==> src/rtl/pinwheel_console_tx.sv <==
// Pinwheel console TX: TileLink-A register slave with byte FIFO
// feeding an 8N1 serial transmitter with programmable bit period.
module pinwheel_console_tx #(
  parameter logic [3:0] BASE_TAG     = 4'h4,
  parameter int         FIFO_DEPTH   = 16,
  parameter int         CLKS_PER_BIT = 4
) (
  input  logic        clock,
  input  logic        tick_reset_in,
  input  logic [2:0]  tla_opcode,
  input  logic [31:0] tla_address,
  input  logic [3:0]  tla_mask,
  input  logic [31:0] tla_data,
  input  logic        tla_valid,
  output logic [2:0]  tld_opcode,
  output logic [31:0] tld_data,
  output logic        tld_valid,
  output logic        tx_out,
  output logic        tx_busy
);

  localparam int AW = (FIFO_DEPTH > 1) ? $clog2(FIFO_DEPTH) : 1;
  localparam int CW = AW + 1;
  localparam logic [2:0] TL_GET = 3'd4;

  typedef enum logic [1:0] {
    S_IDLE,
    S_START,
    S_DATA,
    S_STOP
  } state_t;

  state_t          r_state;
  logic [7:0]      r_mem [FIFO_DEPTH];
  logic [AW-1:0]   r_wptr;
  logic [AW-1:0]   r_rptr;
  logic [CW-1:0]   r_count;
  logic            r_ovf;
  logic [15:0]     r_div;
  logic [15:0]     r_div_lat;
  logic [15:0]     r_clkcnt;
  logic [2:0]      r_bitcnt;
  logic [7:0]      r_shift;
  logic [31:0]     r_total;
  logic            r_tx;
  logic            r_busy;
  logic            r_tld_valid;
  logic [2:0]      r_tld_opcode;
  logic [31:0]     r_tld_data;

  logic            w_is_get;
  logic            w_sel;
  logic            w_rd;
  logic            w_wr;
  logic [1:0]      w_idx;
  logic            w_full;
  logic            w_empty;
  logic            w_push;
  logic            w_ovf_set;
  logic            w_bit_end;
  logic            w_pop;
  logic            w_frame_done;
  logic [7:0]      w_cnt8;
  logic [31:0]     w_status;
  logic [31:0]     w_rdata;
  logic            w_unused;

  assign w_is_get = (tla_opcode == TL_GET);
  assign w_sel    = tla_valid
                 && (tla_address[31:28] == BASE_TAG)
                 && (w_is_get || (tla_mask != 4'd0));
  assign w_rd     = w_sel && w_is_get;
  assign w_wr     = w_sel && !w_is_get;
  assign w_idx    = tla_address[3:2];

  assign w_full    = (r_count == CW'(FIFO_DEPTH));
  assign w_empty   = (r_count == '0);
  assign w_push    = w_wr && (w_idx == 2'd0) && !w_full;
  assign w_ovf_set = w_wr && (w_idx == 2'd0) && w_full;

  assign w_bit_end    = (r_clkcnt == r_div_lat - 16'd1);
  assign w_frame_done = (r_state == S_STOP) && w_bit_end;
  // Pop on idle, or chained straight out of a finished stop bit
  assign w_pop = !w_empty
              && ((r_state == S_IDLE) || w_frame_done);

  assign w_cnt8   = 8'(r_count);
  assign w_status = {16'd0, w_cnt8, 4'd0,
                     r_ovf, r_busy, w_empty, w_full};

  always_comb begin
    w_rdata = 32'd0;
    unique case (w_idx)
      2'd0: w_rdata = 32'd0;
      2'd1: w_rdata = w_status;
      2'd2: w_rdata = {16'd0, r_div};
      2'd3: w_rdata = r_total;
    endcase
  end

  assign w_unused = ^{tla_address[27:4], tla_address[1:0],
                      tla_data[31:16]};

  always_ff @(posedge clock) begin
    if (w_push) r_mem[r_wptr] <= tla_data[7:0];
  end

  always_ff @(posedge clock) begin
    if (tick_reset_in) begin
      r_state      <= S_IDLE;
      r_wptr       <= '0;
      r_rptr       <= '0;
      r_count      <= '0;
      r_ovf        <= 1'b0;
      r_div        <= 16'(CLKS_PER_BIT);
      r_div_lat    <= 16'd1;
      r_clkcnt     <= 16'd0;
      r_bitcnt     <= 3'd0;
      r_shift      <= 8'd0;
      r_total      <= 32'd0;
      r_tx         <= 1'b1;
      r_busy       <= 1'b0;
      r_tld_valid  <= 1'b0;
      r_tld_opcode <= 3'd0;
      r_tld_data   <= 32'd0;
    end else begin
      r_tld_valid  <= w_sel;
      r_tld_opcode <= w_rd ? 3'd1 : 3'd0;
      r_tld_data   <= w_rd ? w_rdata : 32'd0;

      if (w_push) r_wptr <= r_wptr + 1'b1;
      if (w_pop)  r_rptr <= r_rptr + 1'b1;
      r_count <= r_count + CW'(w_push) - CW'(w_pop);

      if (w_wr && (w_idx == 2'd1))   r_ovf <= 1'b0;
      else if (w_ovf_set)            r_ovf <= 1'b1;

      if (w_wr && (w_idx == 2'd2))   r_div <= tla_data[15:0];

      if (w_wr && (w_idx == 2'd3))   r_total <= 32'd0;
      else if (w_frame_done)         r_total <= r_total + 32'd1;

      if (w_pop) begin
        r_shift   <= r_mem[r_rptr];
        r_div_lat <= (r_div == 16'd0) ? 16'd1 : r_div;
        r_clkcnt  <= 16'd0;
        r_bitcnt  <= 3'd0;
        r_state   <= S_START;
        r_tx      <= 1'b0;
        r_busy    <= 1'b1;
      end else begin
        unique case (r_state)
          S_IDLE: begin
            r_tx   <= 1'b1;
            r_busy <= 1'b0;
          end
          S_START, S_DATA: begin
            if (!w_bit_end) begin
              r_clkcnt <= r_clkcnt + 16'd1;
            end else if (r_state == S_DATA
                         && r_bitcnt == 3'd7) begin
              r_clkcnt <= 16'd0;
              r_state  <= S_STOP;
              r_tx     <= 1'b1;
            end else begin
              r_clkcnt <= 16'd0;
              r_tx     <= r_shift[0];
              r_shift  <= r_shift >> 1;
              if (r_state == S_DATA)
                r_bitcnt <= r_bitcnt + 3'd1;
              r_state  <= S_DATA;
            end
          end
          S_STOP: begin
            if (!w_bit_end) begin
              r_clkcnt <= r_clkcnt + 16'd1;
            end else begin
              r_clkcnt <= 16'd0;
              r_state  <= S_IDLE;
              r_tx     <= 1'b1;
              r_busy   <= 1'b0;
            end
          end
        endcase
      end
    end
  end

  assign tld_valid  = r_tld_valid;
  assign tld_opcode = r_tld_opcode;
  assign tld_data   = r_tld_data;
  assign tx_out     = r_tx;
  assign tx_busy    = r_busy;

endmodule

==> config.mk <==
export PLATFORM = sky130hd
export DESIGN_NAME = pinwheel_console_tx
export DESIGN_NICKNAME = d
export VERILOG_FILES = /design/src/rtl/pinwheel_console_tx.sv
export SDC_FILE = /design/constraint.sdc
export NUM_CORES = 1
export LEC_CHECK = 0
export BUFFER_PORTS_ARGS = -buffer_cell sky130_fd_sc_hd__buf_2
export CORE_MARGIN = 5
export CORE_UTILIZATION = 36
export DETAILED_ROUTE_END_ITERATION = 8
export SETUP_SLACK_MARGIN = 0.4
export SLEW_MARGIN = 20
export SYNTH_ARGS = -nofsm -noshare
export SYNTH_HDL_FRONTEND = slang
export SYNTH_SLANG_ARGS = --single-unit
==> constraint.sdc <==
create_clock -name clock -period 6.7 [get_ports clock]
set_clock_uncertainty 0.2 [all_clocks]
set_input_delay 2.01 -clock clock [delete_from_list [all_inputs] [get_ports clock]]
set_output_delay 2.01 -clock clock [all_outputs]
set_load 0.01 [all_outputs]
==> metrics.yaml <==
synth-edff-count: 128
syn_avg_cell_area_sq_um: 12.1
grt_pass1_vias: 7244
max_freq_mhz: 211
dieArea_sq_um: 35900
setup_ws_ns: 1.97
status: "completed"
root_buffer: "clkbuf_16"
fillers: 2975
start_kind: "flop"
place_congestion: 0.855
wirelength_um: 24800
finalSetupTns_ns: 0
use_met2: 0.228
pre_cts_ws_ns: 1.45
grt-ovfl-total: 0
port_buffers: 67
powerDensity_nw_per_um2: 327
cts.sinks: 275
criticalPathCategory: "reg -> reg"
worstPathRequired_ns: 6.93
routedWlPerCell_um: 17.2
total_power_mw: 4.34
synth_cell_type_count: 65
syn_area_sq_um: 11600
grt_pass1_wl_um: 40000
synth_cells: 960
num_vias: 7435
synth_area_leader_cell: "edfxtp_1"
drv_cap: 0
synthFlopType: "dfxtp_1"
cts_hold_buf: 0
grt_start_max_net_pins: 38
min_path_type: "reg -> reg"
post_cts_buffers: 0
drv_slew: 0
dieWidth_um: 189
cp.arrival_ns: 4.96
hold_viol: 0
placed_cells: 1390
antenna_found_initial: 0
synth_area_leaders: "edfxtp_1 33%, dfxtp_1 25%, mux4_2 7.8%, nor2_1 3.1%, xnor2_1 2.4%"
viasPerCell: 5.16
synth.top_cells.by_count: "147 x dfxtp_1, 128 x edfxtp_1, 97 x nor2_1"
track_usage: 0.136
rsz0062_at_grt: "no"
synth-seq-area-share: 0.585
multi_input_area_sq_um: 4480
route.detailed.drc: 0
setup_violations: 0
io_pins: 112
place_hpwl_um: 17600
final_nets: 1113
relSlewSlack: 0.267
die_h_um: 189
use_met1: 0.191
synth_warnings: 0
first_pass_iters: 5
seqCellArea_sq_um: 6790
ys_async_sr_fraction: 0
leakagePower_nw: 4.57
gr-max-usage-layer: "met2"
ant_nets: 0
post-route-min-period_ns: 4.73
htree_levels: 1
clk_pin_slew_worst_paths_ns: 0.06
yosys.cell_count.top_type: "dfxtp_1"
layout-drive-gt1-share: 0.183
areaGrowthSynthToFinish_pct: 14.3
ir_drop_mv: 0.235
insertion_delay_ns: 0.56
synth_top_area_frac: 0.331
whs_ns: 0.285
cts_buffer_depth: 3
cts_tree: "yes"
rows: 65
cts_buffers: 28
coreArea_sq_um: 31700
worstMarginPinSlew_ns: 1.10
drt-initial-drc-count: 509
critPathCaptureType: "flop"
ys_ff_latch: 275
cts_resized: 0
finalNonFillerCells: 1442
fin_crit_sh: 0.706
use_met3: 0.0205
antenna_cells: 0
cp_max_fo: 13
initial_core_util: 0.366
==> cells in the final DEF (no fill, tap or decap), types with 16 or more instances in the layout <==
cell / netlist / routed
dfxtp_1: 147 / 145
edfxtp_1: 128 / 128
nor2_1: 97 / 97
nand2_1: 70 / 70
buf_2: 7 / 67
a21oi_1: 48 / 48
mux4_2: 40 / 40
xnor2_1: 32 / 32
inv_1: 28 / 28
clkbuf_16: 0 / 28
xor2_1: 25 / 25
nand4_1: 24 / 24
nor3_1: 23 / 23
nand3_1: 23 / 23
ha_1: 20 / 20
and3_1: 18 / 18
and2_1: 18 / 18
o21ai_0: 16 / 16
==> registers in the layout, summed over array words and instances, names as in the netlist, 2 cells and up, named ones only <==
signal / count
r_bitcnt: 3
r_clkcnt: 16
r_count: 5
r_div: 16
r_div_lat: 16
r_mem: 128
r_rptr: 4
r_shift: 8
r_state: 2
r_total: 32
r_wptr: 4
tld_data: 32
==> routing by layer <==
layer  part of all wire  wire, um  vias up
met2               0.49     12000      129
met4              0.016       390        0
met5                  0         0        -
li1                   -         -     3657
met3              0.037       912       32
met1               0.46     11500     3617
==> worst max-delay path, cell delays in order (launching register included) <==
cell and delay (ns):
dfxtp_1 0.47, inv_1 0.11, ha_1 0.32, o21ba_2 0.23, a221o_1 0.35, a32oi_2 0.28
o21ai_2 0.10, nor4_2 0.37, a21oi_1 0.13, buf_4 0.20, inv_1 0.43, ha_1 0.34
inv_1 0.06, ha_1 0.15, inv_1 0.05, fa_1 0.40, inv_1 0.07, a21oi_1 0.06
nor2_1 0.12, or3_1 0.13, a21oi_1 0.06
==> power breakdown <==
| part | total, mW | leakage [nW] | internal [mW] | switching, mW |
|---|---|---|---|---|
| logic | 0.842 | 1.76 | 0.400 | 0.442 |
| clock network | 1.57 | 0.471 | 0.924 | 0.651 |
| registers | 1.92 | 2.34 | 1.82 | 0.0994 |
==> through the flow <==
| stage | cell area (sq um) | util |
|---|---|---|
| 2_1_floorplan | 11600 | - |
| 3_3_place_gp | 12300 | 0.388 |
| 3_5_place_dp | 12300 | 0.388 |
| 4_1_cts | 13300 | 0.418 |
| 5_1_grt | 13300 | 0.418 |
| 6_report | 13300 | 0.418 |
==> area by class of cell <==
cell class                      count  share of cell area
Clock buffer                       34              0.0568
Clock inverter                     18              0.0151
Inverter                           29             0.00821
Multi-Input combinational cell    606               0.338
Sequential cell                   275               0.512
Tap cell                          402              0.0380
Timing Repair Buffer               78              0.0315
==> kinds of logic after synthesis <==
group                      count (synthesis)  synth area share
DFF                                      275             0.585
other                                      1          0.000323
adders and majority gates                 21            0.0233
AOI/OAI and AO/OA                        132            0.0766
muxes                                     62            0.0976
xor gates and xnor gates                  57            0.0430
buffers and inverters                     80            0.0289
and+or+nand+nor                          332             0.145
==> path summary, 6_finish.rpt <==
check / startpoint / endpoint / slack (ns) / depth (start not counted)
worst max-delay path: r_div_lat[0] / r_count[4] / 1.97 / 20
worst min-delay path: r_bitcnt[2] / r_bitcnt[2] / 0.28 / 2
worst max register to register: r_div_lat[0] / r_count[4] / 1.97 / 20
worst min register to register: r_bitcnt[2] / r_bitcnt[2] / 0.28 / 2
No activity file was read; power rests on OpenSTA's default activity.
